--- config.mk ---
export PLATFORM = sky130hd
export DESIGN_NAME = clasificacion_vcn
export DESIGN_NICKNAME = d
export VERILOG_FILES = /design/src/rtl/clasificacion_vcn.sv
export SDC_FILE = /design/constraint.sdc
export NUM_CORES = 1
export LEC_CHECK = 0
export ABC_CLOCK_PERIOD_IN_PS = 3600
export BUFFER_PORTS_ARGS = -buffer_cell sky130_fd_sc_hd__buf_2
export CAP_MARGIN = 10
export CORE_UTILIZATION = 30
export CTS_CLUSTER_SIZE = 8
export DETAILED_ROUTE_END_ITERATION = 8
export SLEW_MARGIN = 20
export SYNTH_ARGS = -nofsm -noshare
export SYNTH_HDL_FRONTEND = slang
export SYNTH_HIERARCHICAL = 1
export SYNTH_SLANG_ARGS = --single-unit
--- constraint.sdc ---
create_clock -name clk -period 3.6 [get_ports clk]
set_clock_uncertainty 0.2 [all_clocks]
set_input_delay 0.72 -clock clk [delete_from_list [all_inputs] [get_ports clk]]
set_output_delay 0.72 -clock clk [all_outputs]
set_load 0.03 [all_outputs]
--- src/rtl/clasificacion_vcn.sv ---
// Routes each input word by its embedded class field into one of NUM_VC independent FIFOs.
// Optional macro DROP_CNT_EN adds per-VC 8-bit saturating overflow-drop counters (drop_cnt_vc).

module clasificacion_vcn_fifo #(
  parameter int DATA_SIZE = 10,
  parameter int ADDR_SIZE = 3
) (
  input  logic                 clk,
  input  logic                 reset_L,
  input  logic                 push,
  input  logic [DATA_SIZE-1:0] wdata,
  input  logic                 pop,
  input  logic [ADDR_SIZE:0]   af_th,
  input  logic [ADDR_SIZE:0]   ae_th,
  output logic [DATA_SIZE-1:0] rdata,
  output logic                 rvalid,
  output logic                 empty,
  output logic                 full,
  output logic                 pause,
  output logic                 almost_empty,
  output logic                 error
`ifdef DROP_CNT_EN
  ,
  output logic [7:0]           drop_cnt
`endif
);
  localparam int DEPTH = 2**ADDR_SIZE;
  localparam int CW    = ADDR_SIZE + 1;
  localparam logic [ADDR_SIZE:0] FULL_CNT = {1'b1, {ADDR_SIZE{1'b0}}};

  logic [DATA_SIZE-1:0] mem [DEPTH];
  logic [ADDR_SIZE-1:0] wr_ptr;
  logic [ADDR_SIZE-1:0] rd_ptr;
  logic [ADDR_SIZE:0]   cnt;
  logic [ADDR_SIZE:0]   cnt_nxt;
  logic                 pop_ok;
  logic                 push_ok;
  logic                 overflow;
  logic                 underflow;

  // A pop on a full FIFO frees the slot the same-cycle push writes into.
  always_comb begin
    pop_ok    = pop && (cnt != '0);
    push_ok   = push && ((cnt != FULL_CNT) || pop_ok);
    overflow  = push && !push_ok;
    underflow = pop && !pop_ok;
    cnt_nxt   = cnt;
    if (push_ok && !pop_ok) begin
      cnt_nxt = cnt + CW'(1);
    end else if (!push_ok && pop_ok) begin
      cnt_nxt = cnt - CW'(1);
    end
  end

  always_ff @(posedge clk) begin
    if (push_ok) begin
      mem[wr_ptr] <= wdata;
    end
  end

  always_ff @(posedge clk or negedge reset_L) begin
    if (!reset_L) begin
      wr_ptr       <= '0;
      rd_ptr       <= '0;
      cnt          <= '0;
      rdata        <= '0;
      rvalid       <= 1'b0;
      empty        <= 1'b1;
      full         <= 1'b0;
      pause        <= 1'b0;
      almost_empty <= 1'b1;
      error        <= 1'b0;
    end else begin
      if (push_ok) begin
        wr_ptr <= wr_ptr + ADDR_SIZE'(1);
      end
      if (pop_ok) begin
        rd_ptr <= rd_ptr + ADDR_SIZE'(1);
        rdata  <= mem[rd_ptr];
      end
      rvalid       <= pop_ok;
      cnt          <= cnt_nxt;
      empty        <= (cnt_nxt == '0);
      full         <= (cnt_nxt == FULL_CNT);
      pause        <= (cnt_nxt >= af_th);
      almost_empty <= (cnt_nxt <= ae_th);
      if (overflow || underflow) begin
        error <= 1'b1;
      end
    end
  end

`ifdef DROP_CNT_EN
  always_ff @(posedge clk or negedge reset_L) begin
    if (!reset_L) begin
      drop_cnt <= '0;
    end else if (overflow && (drop_cnt != 8'hFF)) begin
      drop_cnt <= drop_cnt + 8'd1;
    end
  end
`endif

endmodule

module clasificacion_vcn #(
  parameter int DATA_SIZE = 10,
  parameter int VC_SEL_W  = 1,
  parameter int SEL_LSB   = 8,
  parameter int ADDR_SIZE = 3,
  localparam int NUM_VC   = 2**VC_SEL_W
) (
  input  logic                        clk,
  input  logic                        reset_L,
  input  logic                        valid_in,
  input  logic [DATA_SIZE-1:0]        datain_class,
  input  logic [ADDR_SIZE:0]          afVC_o,
  input  logic [ADDR_SIZE:0]          aeVC_o,
  input  logic [NUM_VC-1:0]           pop_vc,
  output logic [NUM_VC*DATA_SIZE-1:0] data_vc,
  output logic [NUM_VC-1:0]           valid_vc,
  output logic [NUM_VC-1:0]           fifo_empty_vc,
  output logic [NUM_VC-1:0]           fifo_full_vc,
  output logic [NUM_VC-1:0]           fifo_pause_vc,
  output logic [NUM_VC-1:0]           fifo_ae_vc,
  output logic [NUM_VC-1:0]           fifo_error_vc
`ifdef DROP_CNT_EN
  ,
  output logic [NUM_VC*8-1:0]         drop_cnt_vc
`endif
);
  logic                 stage_vld;
  logic [DATA_SIZE-1:0] stage_word;
  logic [VC_SEL_W-1:0]  stage_sel;

  // Class stage: the word is kept whole, class bits included.
  always_ff @(posedge clk or negedge reset_L) begin
    if (!reset_L) begin
      stage_vld  <= 1'b0;
      stage_word <= '0;
      stage_sel  <= '0;
    end else begin
      stage_vld <= valid_in;
      if (valid_in) begin
        stage_word <= datain_class;
        stage_sel  <= datain_class[SEL_LSB +: VC_SEL_W];
      end
    end
  end

  for (genvar i = 0; i < NUM_VC; i++) begin : g_vc
    logic push_i;
    assign push_i = stage_vld && (stage_sel == VC_SEL_W'(i));

    clasificacion_vcn_fifo #(
      .DATA_SIZE(DATA_SIZE),
      .ADDR_SIZE(ADDR_SIZE)
    ) u_fifo (
      .clk          (clk),
      .reset_L      (reset_L),
      .push         (push_i),
      .wdata        (stage_word),
      .pop          (pop_vc[i]),
      .af_th        (afVC_o),
      .ae_th        (aeVC_o),
      .rdata        (data_vc[i*DATA_SIZE +: DATA_SIZE]),
      .rvalid       (valid_vc[i]),
      .empty        (fifo_empty_vc[i]),
      .full         (fifo_full_vc[i]),
      .pause        (fifo_pause_vc[i]),
      .almost_empty (fifo_ae_vc[i]),
      .error        (fifo_error_vc[i])
`ifdef DROP_CNT_EN
      ,
      .drop_cnt     (drop_cnt_vc[i*8 +: 8])
`endif
    );
  end

endmodule
==> out/metrics.csv <==
metric,value,unit
post-synthesis sequential area ratio,0.682,
Rows,64,
maximum clock insertion buffer count,3,
HP Class,input pin to async pin,
Ys Warns,6,
syn avg cell area,16.9,um^2
initial cell density of the core,0.305,
CTS tree,done,
vias in the first global route,5220,
grt total ovfl,0,
Synth Area in Simple Gates,0.0656,
Setup-failing EPs final,0,
Max-cap violations,0,
Clock transition at path regs,0.05,ns
Adder-Cell Fraction of Synth Area,0.0267,
routability cong.,0.812,
first-pass GRT wire length,30100,um
DIE HEIGHT,179,um
DR vias,5087,
Tcrit/Tclk final,0.886,
compound-gate portion of the synthesized area,0.0509,
Die X,179,um
worst path required time,3.76,ns
crit-path max FO,9,
fmax,313,MHz
# hold bufs at CTS,0,
Area Overhead vs Synth,20.1,%
post-placement worst setup slack,0.372,ns
RR Startpoint,g_vc[1].u_fifo/cnt[1]$_DFF_PN0_,
DR DRC count,0,
IO Count,55,
Num CTS Buffers,34,
initial antenna violation count,4,
Finished Cell Area,0.0112,mm^2
Crit path max-delay family,compound AO/OA/AOI/OAI gates,
Final ANT Viol Nets,0,
"Async S/R FF share, synth",0.283,
vias per cell,4.73,
Synth Net Count,597,
clk_lat worst skew,0.49,ns
cells after synthesis,554,
VDD IR max,0.416,mV
postcts setup bufs,0,
total wire length,19100,um
Critical R2R Capture,g_vc[1].u_fifo/pause$_DFF_PN0_,
post-route minimum period,3.19,ns
largest net degree at the start of global routing,64,
slack of the critical path,0.410,ns
met3 GRT Util,0.0316,
Port Buffers,54,
Yosys cell types,71,
startpoint types,flop,
"Max stage delay cell, worst path",dfrtp_1,
ys flop type,edfxtp_1,
run status,finished clean,
first drt pass iteration count,4,
met2 Resource Use GR,0.177,
worst slew pin tran,0.916,ns
critical path endpoint category,flop,
flop-to-flop setup slack,0.41,ns
WP buf/inv,2,
die footprint,0.0319,mm^2
1st-iter DRT viols,404,
CP max stage delay,0.45,ns
clock root buffer,clkbuf_16,
Worst Reg-to-Reg Cells,11,
PostCTS Resize Cnt,0,
Global Route Usage Sum,0.125,
multiplexer area fraction after synthesis,0.142,
Setup Crit Path Kind,flop to flop,
DP Area,0.0102,mm^2
cell chain of the critical path,"inv_1, ha_1, or3b_1, a221oi_2, xnor2_1, inv_1, ha_1, nand2b_1, a21oi_1, a221o_1, o311ai_0",
CORE AREA,0.0307,mm^2
Post-Route Setup TNS,0,ns
H-Tree Depth,2,
final net count,693,
Routed WL per cell,17.7,um
Synth Area in XOR/XNOR,0.0103,
Final Hold Viols,0,
Post-Syn Area,0.00936,mm^2
RSZ-0062 raised after global routing,no,
Max Slew Vio Count,0,
global route hottest layer,met1,
GRT met1 Usage,0.187,
share of cells above drive strength 1,0.288,
pwr dens,831,mW/mm^2
leakage power,0.00419,uW
"EDFF count, synth",160,
Hold WS,0.130,ns
Final HPWL DP,12300,um
Slew HR,0.384,
largest family of logic cells by synthesized area,multiplexers,
Critical Path AT,3.35,ns
Synth Register Bits,223,
CTS sink count,223,
==> cells in the mapped netlist (all sizes together), types with 3 or more instances <==
cell type | count | area [um^2]
nor3 | 8 | 40.0
nor2 | 12 | 45.0
dfrtp | 59 | 1480
buf | 13 | 83.8
a211oi | 3 | 27.5
inv | 26 | 97.6
a21oi | 4 | 20.0
mux2 | 12 | 176
nor4b | 3 | 32.5
mux4 | 40 | 901
nand4b | 5 | 43.8
ha | 20 | 250
o21ai | 30 | 150
nand2 | 44 | 165
dfstp | 4 | 105
mux2i | 25 | 250
edfxtp | 160 | 4800
nor2b | 4 | 25.0
nand2b | 13 | 83.8
clkbuf | 8 | 30.0
a31oi | 3 | 18.8
xnor2 | 10 | 87.6
==> how the worst max path moves through the flow <==
| stage | startpoint | end | cells past startpoint |
|---|---|---|---|
| floorplan | pop_vc[1] | g_vc[1].u_fifo/almost_empty$_DFF_PN1_ | 9 |
| global placement | g_vc[1].u_fifo/cnt[1]$_DFF_PN0_ | g_vc[1].u_fifo/almost_empty$_DFF_PN1_ | 11 |
| detailed placement | g_vc[1].u_fifo/cnt[1]$_DFF_PN0_ | g_vc[1].u_fifo/pause$_DFF_PN0_ | 11 |
| CTS | g_vc[1].u_fifo/cnt[1]$_DFF_PN0_ | g_vc[1].u_fifo/pause$_DFF_PN0_ | 11 |
| global route | g_vc[1].u_fifo/cnt[1]$_DFF_PN0_ | g_vc[1].u_fifo/almost_empty$_DFF_PN1_ | 11 |
| finish | g_vc[1].u_fifo/cnt[1]$_DFF_PN0_ | g_vc[1].u_fifo/pause$_DFF_PN0_ | 11 |
==> worst reg2reg max path: stages, from the launching register on <==
cell,delay (ns)
dfrtp_1,0.45
inv_1,0.11
ha_1,0.30
or3b_1,0.44
a221oi_2,0.30
xnor2_1,0.26
inv_1,0.12
ha_1,0.28
nand2b_1,0.13
a21oi_1,0.18
a221o_1,0.16
o311ai_0,0.12
==> area by class of cell <==
type | instances | area, um^2
Antenna cell | 3 | 7.51
Clock buffer | 59 | 966
Clock inverter | 3 | 37.5
Fill cell | 2904 | 19400
Inverter | 26 | 97.6
Multi-Input combinational cell | 284 | 2780
Sequential cell | 223 | 6390
Tap cell | 396 | 495
Timing Repair Buffer | 81 | 475
==> routing by layer <==
metal  part of all wire  vias up
met1               0.48     2538
li1                   -     2363
met4              0.018        2
met2               0.42      155
met5            0.00042        -
met3              0.075       29
==> per-stage QoR <==
stage	std cells	util	total power, uW
after floorplan	554	-	5680
after global placement	1010	0.334	6480
after detailed placement	1010	0.334	6530
after CTS	1072	0.366	9490
after global routing	1074	0.367	9900
final	1075	0.367	9340
==> where the power goes <==
part	internal, uW	leakage [uW]	switching, uW
clock network	1820	0.000478	1090
registers	3240	0.00219	515
logic	1250	0.00152	1420
==> sequential cells by signal (all words and copies together) (netlist names) <==
name	count
stage_vld	1
g_vc.u_fifo/pause	2
g_vc.u_fifo/rd_ptr	6
stage_word	10
g_vc.u_fifo/empty	2
g_vc.u_fifo/cnt	8
g_vc.u_fifo/mem	160
g_vc.u_fifo/almost_empty	2
g_vc.u_fifo/rvalid	2
g_vc.u_fifo/error	2
g_vc.u_fifo/wr_ptr	6
g_vc.u_fifo/full	2
g_vc.u_fifo/rdata	20
==> cells in the final DEF, fill, tap and decap left out, drive strengths merged, types with 3 or more instances in the layout <==
cell type / count
nor2b: 4
o21ai: 30
xnor2: 10
mux4: 40
dfstp: 4
nand2b: 13
nor3: 8
a211oi: 3
mux2: 12
nor4b: 3
dfrtp: 59
a31oi: 3
nor2: 12
clkbuf: 59
inv: 28
diode: 3
nand2: 44
mux2i: 25
edfxtp: 160
nand4b: 5
buf: 81
a21oi: 4
ha: 20
==> logic make-up after synthesis <==
kind of cell	count (synthesis)
and+or+nand+nor	110
buffers and inverters	47
muxes	77
DFF	223
AOI/OAI and AO/OA	66
adders and majority gates	20
xor gates and xnor gates	11
No activity file was read; power rests on OpenSTA's default activity.
